===== src/rtl/fetch_controller_if.sv =====
// Instruction memory read port shared between the fetch controller and memory.
// The controller is the master: it drives the request level and address,
// memory answers with ack and data in the same or a later request cycle.
interface fetch_controller_if #(
    parameter int unsigned N = 16,
    parameter int unsigned W = 16
);
    logic         imem_req;
    logic [N-1:0] imem_addr;
    logic         imem_ack;
    logic [W-1:0] imem_data;

    modport master (
        output imem_req,
        output imem_addr,
        input  imem_ack,
        input  imem_data
    );

    modport slave (
        input  imem_req,
        input  imem_addr,
        output imem_ack,
        output imem_data
    );
endinterface


===== src/rtl/fetch_controller.sv =====
// Fetch controller: drives the PC register (PC_next/PC_write), fetches one
// instruction per request/ack handshake and holds it with its PC for decode.
// Handles decode stall and branch redirect (branch flushes the held slot).
// Optional feature macro FETCH_PERF_EN adds fetch_count / stall_count ports.
module fetch_controller #(
    parameter int unsigned N            = 16,
    parameter int unsigned W            = 16,
    parameter int unsigned RESET_VECTOR = 0,
    parameter int unsigned STEP         = 1
) (
    input  logic                Clock,
    input  logic                Reset_n,
    input  logic [N-1:0]        PC_cur,
    output logic [N-1:0]        PC_next,
    output logic                PC_write,
    fetch_controller_if.master  imem,
    input  logic                stall,
    input  logic                branch_taken,
    input  logic [N-1:0]        branch_target,
    output logic [W-1:0]        instr,
    output logic [N-1:0]        instr_pc,
    output logic                instr_valid
`ifdef FETCH_PERF_EN
    ,
    output logic [31:0]         fetch_count,
    output logic [31:0]         stall_count
`endif
);

    typedef enum logic [1:0] {
        BOOT  = 2'd0,
        FETCH = 2'd1,
        HOLD  = 2'd2
    } state_t;

    localparam logic [N-1:0] RESET_PC = N'(RESET_VECTOR);
    localparam logic [N-1:0] STEP_N   = N'(STEP);

    state_t       state_q, state_d;
    logic [W-1:0] instr_q, instr_d;
    logic [N-1:0] instr_pc_q, instr_pc_d;
    logic         instr_valid_q, instr_valid_d;

    logic [N-1:0] pc_next;
    logic         pc_write;
    logic         req;
    logic         accept;

    // Next-state, PC update and memory request; branch wins over fetch accept.
    always_comb begin
        state_d       = state_q;
        instr_d       = instr_q;
        instr_pc_d    = instr_pc_q;
        instr_valid_d = instr_valid_q;
        pc_next       = PC_cur;
        pc_write      = 1'b0;
        req           = 1'b0;
        accept        = 1'b0;

        unique case (state_q)
            BOOT: begin
                pc_write = 1'b1;
                pc_next  = RESET_PC;
                state_d  = FETCH;
            end
            FETCH: begin
                if (branch_taken) begin
                    // Redirect: request dropped, any ack this cycle is ignored.
                    pc_write      = 1'b1;
                    pc_next       = branch_target;
                    instr_valid_d = 1'b0;
                end else if (instr_valid_q && stall) begin
                    state_d = HOLD;
                end else begin
                    req = 1'b1;
                    if (imem.imem_ack) begin
                        accept        = 1'b1;
                        pc_write      = 1'b1;
                        pc_next       = PC_cur + STEP_N;
                        instr_d       = imem.imem_data;
                        instr_pc_d    = PC_cur;
                        instr_valid_d = 1'b1;
                    end else if (!stall) begin
                        instr_valid_d = 1'b0;
                    end
                end
            end
            HOLD: begin
                if (branch_taken) begin
                    pc_write      = 1'b1;
                    pc_next       = branch_target;
                    instr_valid_d = 1'b0;
                    state_d       = FETCH;
                end else if (!stall) begin
                    instr_valid_d = 1'b0;
                    state_d       = FETCH;
                end
            end
            default: begin
                state_d = BOOT;
            end
        endcase
    end

    assign PC_next        = pc_next;
    assign PC_write       = pc_write;
    assign imem.imem_req  = req;
    assign imem.imem_addr = PC_cur;
    assign instr          = instr_q;
    assign instr_pc       = instr_pc_q;
    assign instr_valid    = instr_valid_q;

    // State and held-instruction registers with synchronous active-low reset.
    always_ff @(posedge Clock) begin
        if (!Reset_n) begin
            state_q       <= BOOT;
            instr_q       <= '0;
            instr_pc_q    <= '0;
            instr_valid_q <= 1'b0;
        end else begin
            state_q       <= state_d;
            instr_q       <= instr_d;
            instr_pc_q    <= instr_pc_d;
            instr_valid_q <= instr_valid_d;
        end
    end

`ifdef FETCH_PERF_EN
    logic [31:0] fetch_count_q, fetch_count_d;
    logic [31:0] stall_count_q, stall_count_d;

    // Counters wrap naturally at 2^32; branch-discarded acks never set accept.
    always_comb begin
        fetch_count_d = fetch_count_q + 32'(accept);
        stall_count_d = stall_count_q + 32'(instr_valid_q && stall);
    end

    // Performance counter registers.
    always_ff @(posedge Clock) begin
        if (!Reset_n) begin
            fetch_count_q <= '0;
            stall_count_q <= '0;
        end else begin
            fetch_count_q <= fetch_count_d;
            stall_count_q <= stall_count_d;
        end
    end

    assign fetch_count = fetch_count_q;
    assign stall_count = stall_count_q;
`endif

endmodule


===== src/flat_wrapper.sv =====
// flat-port wrapper written by rule: the top's interface ports become plain ports
module fetch_controller_flat 
#(
    parameter int unsigned N            = 16,
    parameter int unsigned W            = 16,
    parameter int unsigned RESET_VECTOR = 0,
    parameter int unsigned STEP         = 1
)
  (Clock, Reset_n, PC_cur, PC_next, PC_write, stall, branch_taken, branch_target, instr, instr_pc, instr_valid, imem_imem_req, imem_imem_addr, imem_imem_ack, imem_imem_data);
  fetch_controller_if #(.N(N), .W(W)) imem_i ();
  input  logic Clock;
  input  logic Reset_n;
  input  logic [N-1:0] PC_cur;
  output logic [N-1:0] PC_next;
  output logic PC_write;
  input  logic stall;
  input  logic branch_taken;
  input  logic [N-1:0] branch_target;
  output logic [W-1:0] instr;
  output logic [N-1:0] instr_pc;
  output logic instr_valid;
  output wire logic [$bits(imem_i.imem_req)-1:0] imem_imem_req;
  output wire logic [$bits(imem_i.imem_addr)-1:0] imem_imem_addr;
  input wire logic [$bits(imem_i.imem_ack)-1:0] imem_imem_ack;
  input wire logic [$bits(imem_i.imem_data)-1:0] imem_imem_data;
  assign imem_imem_req = imem_i.imem_req;
  assign imem_imem_addr = imem_i.imem_addr;
  assign imem_i.imem_ack = imem_imem_ack;
  assign imem_i.imem_data = imem_imem_data;
  fetch_controller #(.N(N), .W(W), .RESET_VECTOR(RESET_VECTOR), .STEP(STEP)) u_core (.Clock(Clock), .Reset_n(Reset_n), .PC_cur(PC_cur), .PC_next(PC_next), .PC_write(PC_write), .imem(imem_i), .stall(stall), .branch_taken(branch_taken), .branch_target(branch_target), .instr(instr), .instr_pc(instr_pc), .instr_valid(instr_valid));
endmodule

===== config.mk =====
export PLATFORM = sky130hd
export DESIGN_NAME = fetch_controller_flat
export DESIGN_NICKNAME = d
export VERILOG_FILES = /design/src/rtl/fetch_controller_if.sv /design/src/rtl/fetch_controller.sv /design/src/flat_wrapper.sv
export SDC_FILE = /design/constraint.sdc
export NUM_CORES = 1
export LEC_CHECK = 0
export CORE_MARGIN = 3
export CORE_UTILIZATION = 43
export CTS_CLUSTER_SIZE = 40
export DETAILED_ROUTE_END_ITERATION = 16
export HOLD_SLACK_MARGIN = 0.03
export PLACE_DENSITY = 0.83
export SYNTH_ARGS = -nofsm -noshare
export SYNTH_HDL_FRONTEND = slang
export SYNTH_SLANG_ARGS = --single-unit

===== constraint.sdc =====
create_clock -name Clock -period 4.9 [get_ports Clock]
set_clock_uncertainty 0.1 [all_clocks]
set_input_delay 0.735 -clock Clock [delete_from_list [all_inputs] [get_ports Clock]]
set_output_delay 0.735 -clock Clock [all_outputs]
set_load 0.005 [all_outputs]

Yosys cells after proc, flatten, opt, wreduce, memory -nomap -nowiden --
Index checks and enable logic that the tools add are counted.
Word-level totals: logic and storage cells 43, register bits 35, output and inout port bits 67, input bits 53
Cells by class: add/sub/neg operators 1, reductions and logical operators 6, bitwise operators 2, equal/unequal tests 6, mux-type cells 24
Operator list (number):
- 2-to-1 mux 16 bit | 4
- case mux 16 bit (3 select lines) | 1
- adder 16 x 1 -> 16 bit, second input constant | 1
- 2-to-1 mux 1 bit | 12
- 2-to-1 mux 2 bit | 4
- != test 3 bit, second input constant | 2
- case mux 2 bit (3 select lines) | 1
- AND reduction 4 bit | 1
- case mux 1 bit (3 select lines) | 1
- AND reduction 3 bit | 1
- == test 2 x 1 -> 1 bit, second input constant | 1
- == test 2 bit, second input constant | 1
- logical NOT 2 bit | 1
- != test 2 x 1 -> 1 bit, second input constant | 1
- != test 2 bit, second input constant | 1
- NOT 1 bit | 2
- case mux 1 bit (2 select lines) | 1
- AND reduction 2 bit | 1
- nonzero test 2 bit | 1
- logical AND 1 bit | 1

Depth between registers and ports, before layout --
depth in word-level cells 5, mapped depth 8, mapped depth without buffers 6

Least setup slack after synthesis --
OpenSTA, ideal clock, no wires.
path kind input to output, start point input port PC_cur[2], end point output port PC_next[15], setup slack 2247 ps, buffers on the path 2, cell stages on the path 6, arrival time 1818 ps, cells stage by stage buf_4 and4_1 buf_6 nand4_4 or3_1 a31oi_1
On the way: cells in the longest elaborated chain, start to end 5
Ends and longest elaborated chain:
- from (decl) | line flat_wrapper.sv:13 | input logic [N-1:0] PC_cur;
- adder 16 x 1 -> 16 bit | line fetch_controller.sv:79 | pc_next = PC_cur + STEP_N;
- 2-to-1 mux 16 bit | line fetch_controller.sv:76 | if (imem.imem_ack) begin
- 2-to-1 mux 16 bit | line fetch_controller.sv:72 | end else if (instr_valid_q && stall) begin
- 2-to-1 mux 16 bit | line fetch_controller.sv:67 | if (branch_taken) begin
- case mux 16 bit (3 select lines) | line fetch_controller.sv:60 | unique case (state_q)
- to (decl) | line flat_wrapper.sv:14 | output logic [N-1:0] PC_next;
No other way between the ends.

Worst setup path in the final report --
start point input port imem_imem_ack, end point output port PC_next[1]
On the way: cells in the longest elaborated chain, start to end 4
Ends and longest elaborated chain:
- from (decl) | line flat_wrapper.sv:24 | input wire logic [$bits(imem_i.imem_ack)-1:0] imem_imem_ack;
- 2-to-1 mux 16 bit | line fetch_controller.sv:76
- 2-to-1 mux 16 bit | line fetch_controller.sv:72
- 2-to-1 mux 16 bit | line fetch_controller.sv:67
- case mux 16 bit (3 select lines) | line fetch_controller.sv:60
No other way between the ends.

==> out/qor.yml <==
status: "finished, final reports clean"
ys.flop_type: "dfxtp_1"
rsz0062_at_grt: "no"
netlist_top_cells_area: "dfxtp_1 31%, nand2_1 13%, a21boi_0 11%"
first_global_vias: 2308
io_pins: 120
antenna_found_initial: 0
synth-edff-count: 0
clock-sinks: 35
via_per_inst: 5.30
die_x_um: 78.9
crit_type: "in2out"
fin_crit_sh_pct: 83.3
power_frac_comb_pct: 30.5
core.rowCount: 25
grt_max_degree: 36
cts_inserted_buffers: 5
core_area_um2: 4940
drive_gt1_share_pct: 2.78
hold_buffers: 0
ys_async_sr_fraction_pct: 0
synth.distinct_cells: 48
cp-start-kind: "input port"
die-area_um2: 6230
firstDrtPassIters: 4
worstPathArrival_ns: 3.25
synth.cell_area_um2: 2290
ir_drop_uv: 157
grt_pass1_wl_um: 11200
initial_core_util_pct: 46.3
setup_viol: 0
synth_top_area_cell: "dfxtp_1"
grt-ovfl-total: 0
required_ns: 4.07
syn_inst: 307
finalHoldViolCount: 0
period_minus_slack_ns: 4.08
utilization_pct: 69.3
num_vias: 2455
pwr_density_cell_nw_per_um2: 211
p_switching_mw: 0.199
gp_congestion: 0.836
ant_nets: 0
min_path_type: "reg2reg"
cts_max_level: 2
drt_iter0_drc: 130
routed_wl_um: 6980
leakagePower_nw: 1.23
cts.clk_slew.worst_paths_ns: 0.06
internal_power_mw: 0.522
detailed_place_hpwl_um: 5240
cts-root-buf: "clkbuf_8"
clock_latency_ns: 0.28
cts_tree: "yes"
syn2layout_area_growth_pct: 49.7
port_buffers: 119
die_y_um: 78.9
worst_pin_slew_ns: 1.01
slew_headroom_pct: 32.3
post_drt_wl_per_cell_um: 15.1
power_frac_clock_pct: 27.4
drv_slew: 0
yosysWarnings: 0
ys_seq_elements: 35
synth_top_area_share_pct: 30.6
drc: 0
finalNetCount: 453
drv_cap: 0
seqPwrFrac_pct: 42.0
n_antenna_cell: 0
fmaxAchievable_mhz: 245
synthMostInstantiatedCell: "nand2_1"
cts_setup_buffers: 0
endpoint_kind: "output port"
crit_fanout: 19
synth_seq_area_share_pct: 30.6
grtUsageTotal_pct: 22.7
netlist_top_cells_count: "78 x nand2_1, 35 x dfxtp_1, 32 x a21boi_0, 18 x buf_4, 13 x o21ai_0"
clock_path_buffers: 2
synth_nets: 365
switching_share_pct: 27.6
cts_resized: 0
finalSetupTns_ns: 0
syn_avg_cell_area_um2: 7.45
fillCellCount: 450
critical path, cell delays in order:
cell and delay [ns]:
clkdlybuf4s50_1 0.47, a21boi_4 0.47, and2_1 0.63, a22oi_1 0.13, o21ai_0 0.26, clkdlybuf4s50_1 0.55
stage by stage:
stage	hold WS, ns	cells	cell area [um^2]	total power [mW]	worst slack (ns)
2_1_floorplan	0.351	307	2290	0.407	2.25
3_3_place_gp	0.340	455	3340	0.526	0.924
3_5_place_dp	0.352	455	3340	0.529	0.834
4_1_cts	0.362	463	3420	0.726	0.836
5_1_grt	0.375	463	3420	0.759	0.692
6_report	0.357	463	3420	0.721	0.817
layout by cell type (no fill, tap or decap), types with 5 or more instances in the layout:
cell type	n
clkdlybuf4s50_1	119
nand2_1	78
dfxtp_1	35
a21boi_0	32
o21ai_0	13
inv_1	10
nor2_1	10
a21oi_1	9
nand4_1	7
nand3_1	6
and2_1	5
a31oi_1	5
ha_1	5
clkbuf_8	5
power by group through the flow:
stage	Clock (mW)	Combinational [mW]	Sequential (mW)
after floorplan	0	0.0968	0.310
after global placement	0	0.218	0.309
after CTS	0.202	0.221	0.303
after detailed placement	0	0.220	0.309
final	0.198	0.220	0.303
after global routing	0.215	0.240	0.304
flip-flops by register name, summed over array words and instances (netlist names):
register            cells
u_core.instr_valid      1
u_core.instr           16
u_core.instr_pc        16
u_core.state_q          2
worst paths after layout:
kind	from	end	slack (ns)	depth (start not counted)
setup / recovery	imem_imem_ack	PC_next[1]	0.82	6
hold / removal	u_core.instr_pc[15]	u_core.instr_pc[15]	0.36	2
setup reg to reg	u_core.state_q[1]	u_core.instr[10]	2.39	7
hold reg to reg	u_core.instr_pc[15]	u_core.instr_pc[15]	0.36	2
cell type report:
type	count	area, um^2	area share [%]
clock buffer	7	76.3	2.23
timing repair buffer	121	1210	35.2
inverter	10	37.5	1.10
tap	67	83.8	2.45
multi-input combinational	222	1310	38.4
sequential	35	701	20.5
clock inverter	1	5.00	0.146
routing by layer:
metal	GRT usage [%]	part of all wire, %
met5	0	0
met4	7.39	1.3
met3	8.84	9.9
met2	36.9	46
met1	27.5	43
logic make-up (layout without fill, tap and decap cells):
group	Yosys count	in the layout	share of synthesized area [%]
buffers and inverters	50	139	11.9
AND/OR/NAND/NOR	125	125	25.4
adder cells (fa/ha/maj)	5	5	2.74
multiplexers	3	3	1.31
AO/OA/AOI/OAI	87	87	27.2
flip-flops	35	35	30.6
XOR/XNOR	2	2	0.766
Power figures use the tool's default switching activity.
